## config.mk

```make
export PLATFORM = sky130hd
export DESIGN_NAME = sub_serial
export DESIGN_NICKNAME = d
export VERILOG_FILES = /design/src/rtl/sub_serial_pkg.sv /design/src/rtl/serial_bit_sub.sv /design/src/rtl/sub_serial.sv
export SDC_FILE = /design/constraint.sdc
export NUM_CORES = 1
export LEC_CHECK = 0
export BUFFER_PORTS_ARGS = -buffer_cell sky130_fd_sc_hd__buf_2
export CAP_MARGIN = 40
export CELL_PAD_IN_SITES_DETAIL_PLACEMENT = 1
export CELL_PAD_IN_SITES_GLOBAL_PLACEMENT = 2
export CORE_MARGIN = 10
export CORE_UTILIZATION = 32
export CTS_CLUSTER_SIZE = 30
export DETAILED_ROUTE_END_ITERATION = 8
export PLACE_DENSITY = 0.84
export SETUP_SLACK_MARGIN = 0.1
export SLEW_MARGIN = 20
export SYNTH_ARGS = -nofsm -noshare
export SYNTH_HDL_FRONTEND = slang
export SYNTH_SLANG_ARGS = --single-unit
```

## constraint.sdc

```tcl
create_clock -name clk -period 1.25 [get_ports clk]
set_clock_uncertainty 0.05 [all_clocks]
set_input_delay 0.0625 -clock clk [delete_from_list [all_inputs] [get_ports clk]]
set_output_delay 0.0625 -clock clk [all_outputs]
set_load 0.05 [all_outputs]
```

## src/rtl/sub_serial_pkg.sv

```systemverilog
// Shared types and helpers for the bit-serial subtractor.
// Defining SUB_SERIAL_DECOY_EN adds the PRE/POST pass-through and decoy states.
package sub_serial_pkg;

    localparam int DEFAULT_WIDTH = 8;

`ifdef SUB_SERIAL_DECOY_EN
    localparam int STATE_W = 3;
    typedef enum logic [STATE_W-1:0] {
        IDLE = 3'd0,
        SUB  = 3'd1,
        DONE = 3'd2,
        PRE  = 3'd3,
        POST = 3'd4,
        DEC0 = 3'd6,
        DEC1 = 3'd7
    } state_e;
`else
    localparam int STATE_W = 2;
    typedef enum logic [STATE_W-1:0] {
        IDLE = 2'd0,
        SUB  = 2'd1,
        DONE = 2'd2
    } state_e;
`endif

    function automatic logic maj3(input logic x, input logic y, input logic z);
        return (x & y) | (x & z) | (y & z);
    endfunction

endpackage

```

## src/rtl/serial_bit_sub.sv

```systemverilog
// One-bit full subtractor cell: computes x + ~y + cin.
module serial_bit_sub
    import sub_serial_pkg::*;
(
    input  logic x,
    input  logic y,
    input  logic cin,
    output logic d,
    output logic cout
);

    assign d    = x ^ ~y ^ cin;
    assign cout = maj3(x, ~y, cin);

endmodule

```

## src/rtl/sub_serial.sv

```systemverilog
// Bit-serial subtractor (out = a - b mod 2^WIDTH, LSB first) with IDLE/SUB/DONE handshake.
// Defining SUB_SERIAL_DECOY_EN inserts PRE/POST states and unreachable decoy states.
module sub_serial
    import sub_serial_pkg::*;
#(
    parameter int WIDTH = DEFAULT_WIDTH,
    parameter int CNT_W = $clog2(WIDTH)
) (
    input  logic             clk,
    input  logic             rst,
    input  logic             en,
    input  logic [WIDTH-1:0] a,
    input  logic [WIDTH-1:0] b,
    output logic [WIDTH-1:0] out,
    output logic             borrow,
    output logic             done
);

    localparam logic [CNT_W-1:0] LAST_CNT = CNT_W'(WIDTH - 1);

    state_e             state_r, state_s;
    logic [WIDTH-1:0]   a_r, a_s, b_r, b_s, out_r, out_s;
    logic [CNT_W-1:0]   count_r, count_s;
    logic               carry_r, carry_s, borrow_r, borrow_s;
    logic               d_s, cout_s;

    serial_bit_sub u_bit (
        .x    (a_r[0]),
        .y    (b_r[0]),
        .cin  (carry_r),
        .d    (d_s),
        .cout (cout_s)
    );

    assign out    = out_r;
    assign borrow = borrow_r;
    assign done   = (state_r == DONE);

    // Next-state and next-datapath logic; every register holds unless its state updates it.
    always_comb begin
        state_s  = state_r;
        a_s      = a_r;
        b_s      = b_r;
        out_s    = out_r;
        count_s  = count_r;
        carry_s  = carry_r;
        borrow_s = borrow_r;
        case (state_r)
            IDLE: begin
                if (en) begin
                    a_s      = a;
                    b_s      = b;
                    out_s    = {WIDTH{1'b0}};
                    count_s  = {CNT_W{1'b0}};
                    carry_s  = 1'b1;
                    borrow_s = 1'b0;
`ifdef SUB_SERIAL_DECOY_EN
                    state_s  = PRE;
`else
                    state_s  = SUB;
`endif
                end else begin
                    state_s = IDLE;
                end
            end
            SUB: begin
                out_s   = {d_s, out_r[WIDTH-1:1]};
                carry_s = cout_s;
                a_s     = {1'b0, a_r[WIDTH-1:1]};
                b_s     = {1'b0, b_r[WIDTH-1:1]};
                count_s = count_r + CNT_W'(1);
                if (count_r == LAST_CNT) begin
                    // Final carry of a + ~b + 1 is the inverted borrow.
                    borrow_s = ~cout_s;
`ifdef SUB_SERIAL_DECOY_EN
                    state_s  = POST;
`else
                    state_s  = DONE;
`endif
                end else begin
                    state_s = SUB;
                end
            end
            DONE: begin
                if (en) begin
                    state_s = IDLE;
                end else begin
                    state_s = DONE;
                end
            end
`ifdef SUB_SERIAL_DECOY_EN
            PRE:  state_s = SUB;
            POST: state_s = DONE;
            DEC0: begin
                a_s     = {a_r[WIDTH-2:0], 1'b0};
                carry_s = a_r[0] | b_r[0] | carry_r;
                state_s = DEC1;
            end
            DEC1: begin
                out_s   = {out_r[WIDTH-2:0], d_s};
                count_s = count_r - CNT_W'(1);
                state_s = DEC0;
            end
`endif
            default: state_s = IDLE;
        endcase
    end

    // State and datapath registers with asynchronous active-low clear.
    always_ff @(posedge clk or negedge rst) begin
        if (!rst) begin
            state_r  <= IDLE;
            a_r      <= {WIDTH{1'b0}};
            b_r      <= {WIDTH{1'b0}};
            out_r    <= {WIDTH{1'b0}};
            count_r  <= {CNT_W{1'b0}};
            carry_r  <= 1'b0;
            borrow_r <= 1'b0;
        end else begin
            state_r  <= state_s;
            a_r      <= a_s;
            b_r      <= b_s;
            out_r    <= out_s;
            count_r  <= count_s;
            carry_r  <= carry_s;
            borrow_r <= borrow_s;
        end
    end

endmodule

```

Word-level counts from Yosys, hierarchy flattened:

Index checks and enable logic that the tools add are counted.

* reductions and logical operators: 4
* equality and inequality tests: 5
* bitwise operators: 9
* multiplexer cells: 17
* $add $sub $neg: 1

Operator list (number)
* $pmux 8 s2: 3
* $mux 8: 3
* $pmux 2 s3: 1
* $pmux 3 s2: 1
* $mux 1: 4
* $mux 2: 2
* $ne 2x2->1 const B: 2
* $pmux 1 s2: 2
* $add 3x1->3 const B: 1
* $and 1x1->1: 3
* $eq 3x3->1 const B: 1
* $mux 3: 1
* $reduce_and 3->1: 1
* $eq 2x1->1 const B: 1
* $eq 2x2->1 const B: 1
* $logic_not 2->1: 1
* $not 1->1: 2
* $or 1x1->1: 2
* $reduce_and 2->1: 1
* $reduce_bool 2->1: 1
* $xor 1x1->1: 2

* output and inout bits: 10
* word-level logic and storage cells: 43
* input bits: 19
* register bits: 31

Depth between registers and ports, before layout:

* word-level depth: 7
* gate-level depth with buffers: 4
* mapped depth without buffers: 4

Cells and area by module:

A second synthesis with hierarchy kept.

* cell total of the unflattened synthesis: 131
* area total of the unflattened synthesis: 1468.9 µm²

Modules (own cells, without submodules)
* sub_serial: area each 1433.9 µm², instances 1, sequential area each 775.7 µm², cells an instance 126
* serial_bit_sub: area each 35.0 µm², instances 1, sequential area each 0.0 µm², cells an instance 5

Least setup slack after synthesis:

No wires, ideal clock.

* path kind: register to output
* start: reg state_r[1]
* end: out done
* path slack: -0.281 ns
* arrival: 1.419 ns
* data required time: 1.138 ns
* stages on the path, launching flop included: 4
* path buffers: 2
* path through: dfrtp_1 > buf_6 > buf_2 > nor2b_1

* cells in the longest elaborated chain, start to end: 1

Ends and longest elaborated chain
* start: declaration: line sub_serial.sv:21 `state_e state_r, state_s;`
* start signal: assignment: line sub_serial.sv:120 `state_r <= state_s;`
* $eq 2x2->1: line sub_serial.sv:37 `assign done = (state_r == DONE);`
* end: declaration: line sub_serial.sv:16 `output logic done`

No other way between the ends.

Final worst setup path:

* start: reg state_r[1]
* end: reg a_r[4]

* cells in the longest elaborated chain, start to end: 3

Ends and longest elaborated chain
* $eq 2x1->1 or $logic_not 2->1 (tied branches): line sub_serial.sv:48 `case (state_r)`
* $reduce_bool 2->1 (no source line) or $ne 2x2->1 (tied branches)
* $reduce_and 2->1 (no source line)
* end signal: assignment: line sub_serial.sv:113 `a_r <= {WIDTH{1'b0}};`
* end signal: assignment: line sub_serial.sv:121 `a_r <= a_s;`
* end: declaration: line sub_serial.sv:22 `logic [WIDTH-1:0] a_r, a_s, b_r, b_s, out_r, out_s;`

Several ways; a longest one is shown, not always the timed one.
A chain may end at the register's enable or synchronous reset.

==> results.yml <==
yosys:
  syn_nets: 134
  yosysMostFrequentCell: "dfrtp_1"
  synth.avg_cell_area_sq_um: 12.6
  synth-seq-cells: 31
  synth_area_leaders: "dfrtp_1 (55%), a22o_1 (6.2%), a221oi_1 (5.6%)"
  async_reset_ff_share_pct: 100
  yosysSeqAreaShare_pct: 54.8
  syn-cell-area_sq_mm: 0.00142
  postSynthCellCount: 112
  synth_edf_count: 0
  yosysWarnings: 0
  ys_top_cells_by_count: "dfrtp_1 (31), inv_1 (11), a22o_1 (10)"
  synth.distinct_cells: 25
  yosysTopAreaCell: "dfrtp_1"
  synth_flop_cell: "dfrtp_1"
  synth_top_cell_area_share_pct: 54.8
job:
  max_cap_violations: 0
drt:
  detailedRoute.firstIterationViolations: 27
  postRouteAntennaNets: 0
  drcViolationCount: 0
  routed_wl_um: 3740
  wire_per_inst_um: 17.9
  firstDrtPassIters: 3
  via_per_inst: 5.36
  vias: 1121
timing:
  setup_viol: 27
  min_period_over_period_pct: 110
  finalCriticalPeriod_ns: 1.37
  hold_viol_final: 0
  drv_slew: 0
  rsz0062_at_grt: "true"
  worstMarginPinSlew_ns: 0.396
  setup_slack_ns: -0.124
  max-slew-margin-rel_pct: 73.2
  fmax_mhz: 728
setup_path:
  cp.arrival_ns: 1.50
  endpoint_kind: "flop"
  cp.required_ns: 1.38
  cp_max_fo: 6
  criticalPathCategory: "flop to flop"
  cp-start-kind: "flop"
global_routing:
  grt_first_pass_wirelength_um: 6320
  grt_max_degree: 32
  antenna_found_initial: 0
  grt_pass1_vias: 1323
  track_usage_pct: 10.6
  grt_overflow: 0
layout:
  drive_above_1_share_pct: 51.6
  final_util_pct: 45.5
  diodes: 0
  nets: 180
  final_area_sq_mm: 0.00197
  area_growth_pct: 39.2
place:
  portBuffers: 28
  gp_congestion: 0.774
  hpwlAfterDp_um: 2620
  placed_area_sq_mm: 0.00171
floorplan:
  coreArea_sq_mm: 0.00432
  start_util_pct: 32.7
  io_pins: 29
  die_area_sq_mm: 0.00748
  die_w_um: 86.5
  die_y_um: 86.5
  num_rows: 24
cts:
  h-tree-depth: 2
  clk_latency_ns: 0.29
  root_buffer: "clkbuf_8"
  clk_pin_slew_worst_paths_ns: 0.06
  cts.sink_count: 31
  cts_tree: "built"
  cts_buffers: 5
  cts.path.max_buffers: 2
run_status:
  violations: "negative setup slack"
  status: "finished, violations left"
power:
  power_mw: 5.11
  leakage_nw: 0.889
  pwr_density_cell_mw_per_mm2: 2600
  ir_drop_v: 0.000718
min_path:
  worst_hold_path_type: "primary input to flop"
[placed cells by master (no fill, tap or decap), types with 2 or more instances in the layout]
cell type  count
a221oi_1       2
a221oi_2       6
a22o_1        10
buf_2         27
buf_4         12
buf_6          6
clkbuf_8       5
dfrtp_1       29
dfrtp_2        2
inv_1         10
mux2i_1        2
nand2_1        3
nand3b_1       2
nor4b_1        3
nor4b_2        6
o221a_2        5
o221ai_1       2
or4b_1         5
[sequential cells by signal, summed over array words and instances, names as in the netlist]
| name | flops |
|---|---|
| a_r | 8 |
| b_r | 8 |
| out | 8 |
| count_r | 3 |
| state_r | 2 |
| borrow | 1 |
| carry_r | 1 |
[metrics by stage]
step / hold WS, ns / setup slack, ns / cells / TNS [ns]
2_1_floorplan: -0.283 / -0.0786 / 112 / -0.258
3_3_place_gp: 0.0492 / -0.0699 / 195 / -1.43
3_5_place_dp: 0.0554 / -0.148 / 195 / -2.69
4_1_cts: 0.0524 / -0.102 / 209 / -0.932
5_1_grt: 0.0659 / -0.142 / 209 / -2.66
6_report: 0.0490 / -0.124 / 209 / -1.39
[final timing paths]
kind,startpoint,to,slack [ns],cells after the start
hold / removal,a[7],a_r[7]$_DFFE_PN0P_,0.05,3
hold reg to reg,out[0]$_DFFE_PN0P_,out[0]$_DFFE_PN0P_,0.45,1
min in group asynchronous,rst,out[1]$_DFFE_PN0P_,0.26,3
max in group asynchronous,rst,state_r[1]$_DFF_PN0_,0.57,3
setup / recovery,state_r[1]$_DFF_PN0_,a_r[4]$_DFFE_PN0P_,-0.12,3
setup reg to reg,state_r[1]$_DFF_PN0_,a_r[4]$_DFFE_PN0P_,-0.12,3
[metal layers]
| metal | track usage (%) | wire (um) |
|---|---|---|
| met1 | 10.9 | 1430 |
| met5 | 0 | 0 |
| met3 | 4.97 | 250 |
| met2 | 17.9 | 1990 |
| met4 | 4.86 | 68 |
[worst max-delay path: stages, from the launching register on]
cell	delay, ns
dfrtp_2	0.45
buf_6	0.14
or4b_1	0.49
o221a_2	0.13
[what timing repair did]
| item | 4_1_cts | 5_1_grt |
|---|---|---|
| buffers inserted | 7 | 0 |
| pin swaps | 8 | 0 |
| endpoints found under the hold margin | 31 | 0 |
| setup endpoints to repair | 31 | 32 |
| resized for setup | 21 | 10 |
| hold buffers | 1 | 0 |
[logic make-up after synthesis]
group / after synthesis / share of synthesized area, %
adders and majority gates: 3 / 3.18
DFF: 31 / 54.8
buffers and inverters: 20 / 6.90
muxes: 2 / 1.41
AOI/OAI and AO/OA: 31 / 19.9
and+or+nand+nor: 25 / 13.8
[report_power, final]
group,switching (mW),internal (mW),leakage (nW),total [mW]
registers,0.299,1.47,0.377,1.76
logic,1.41,1.22,0.475,2.63
clock network,0.352,0.370,0.0371,0.722
[layout make-up]
class	instances	area [sq um]
inverters	11	41.3
clock buffers	6	72.6
flip-flops and latches	31	778
multi-input cells	61	674
well taps	52	65.1
repair buffers	48	338
fillers	482	2350
No activity file was read; power rests on OpenSTA's default activity.
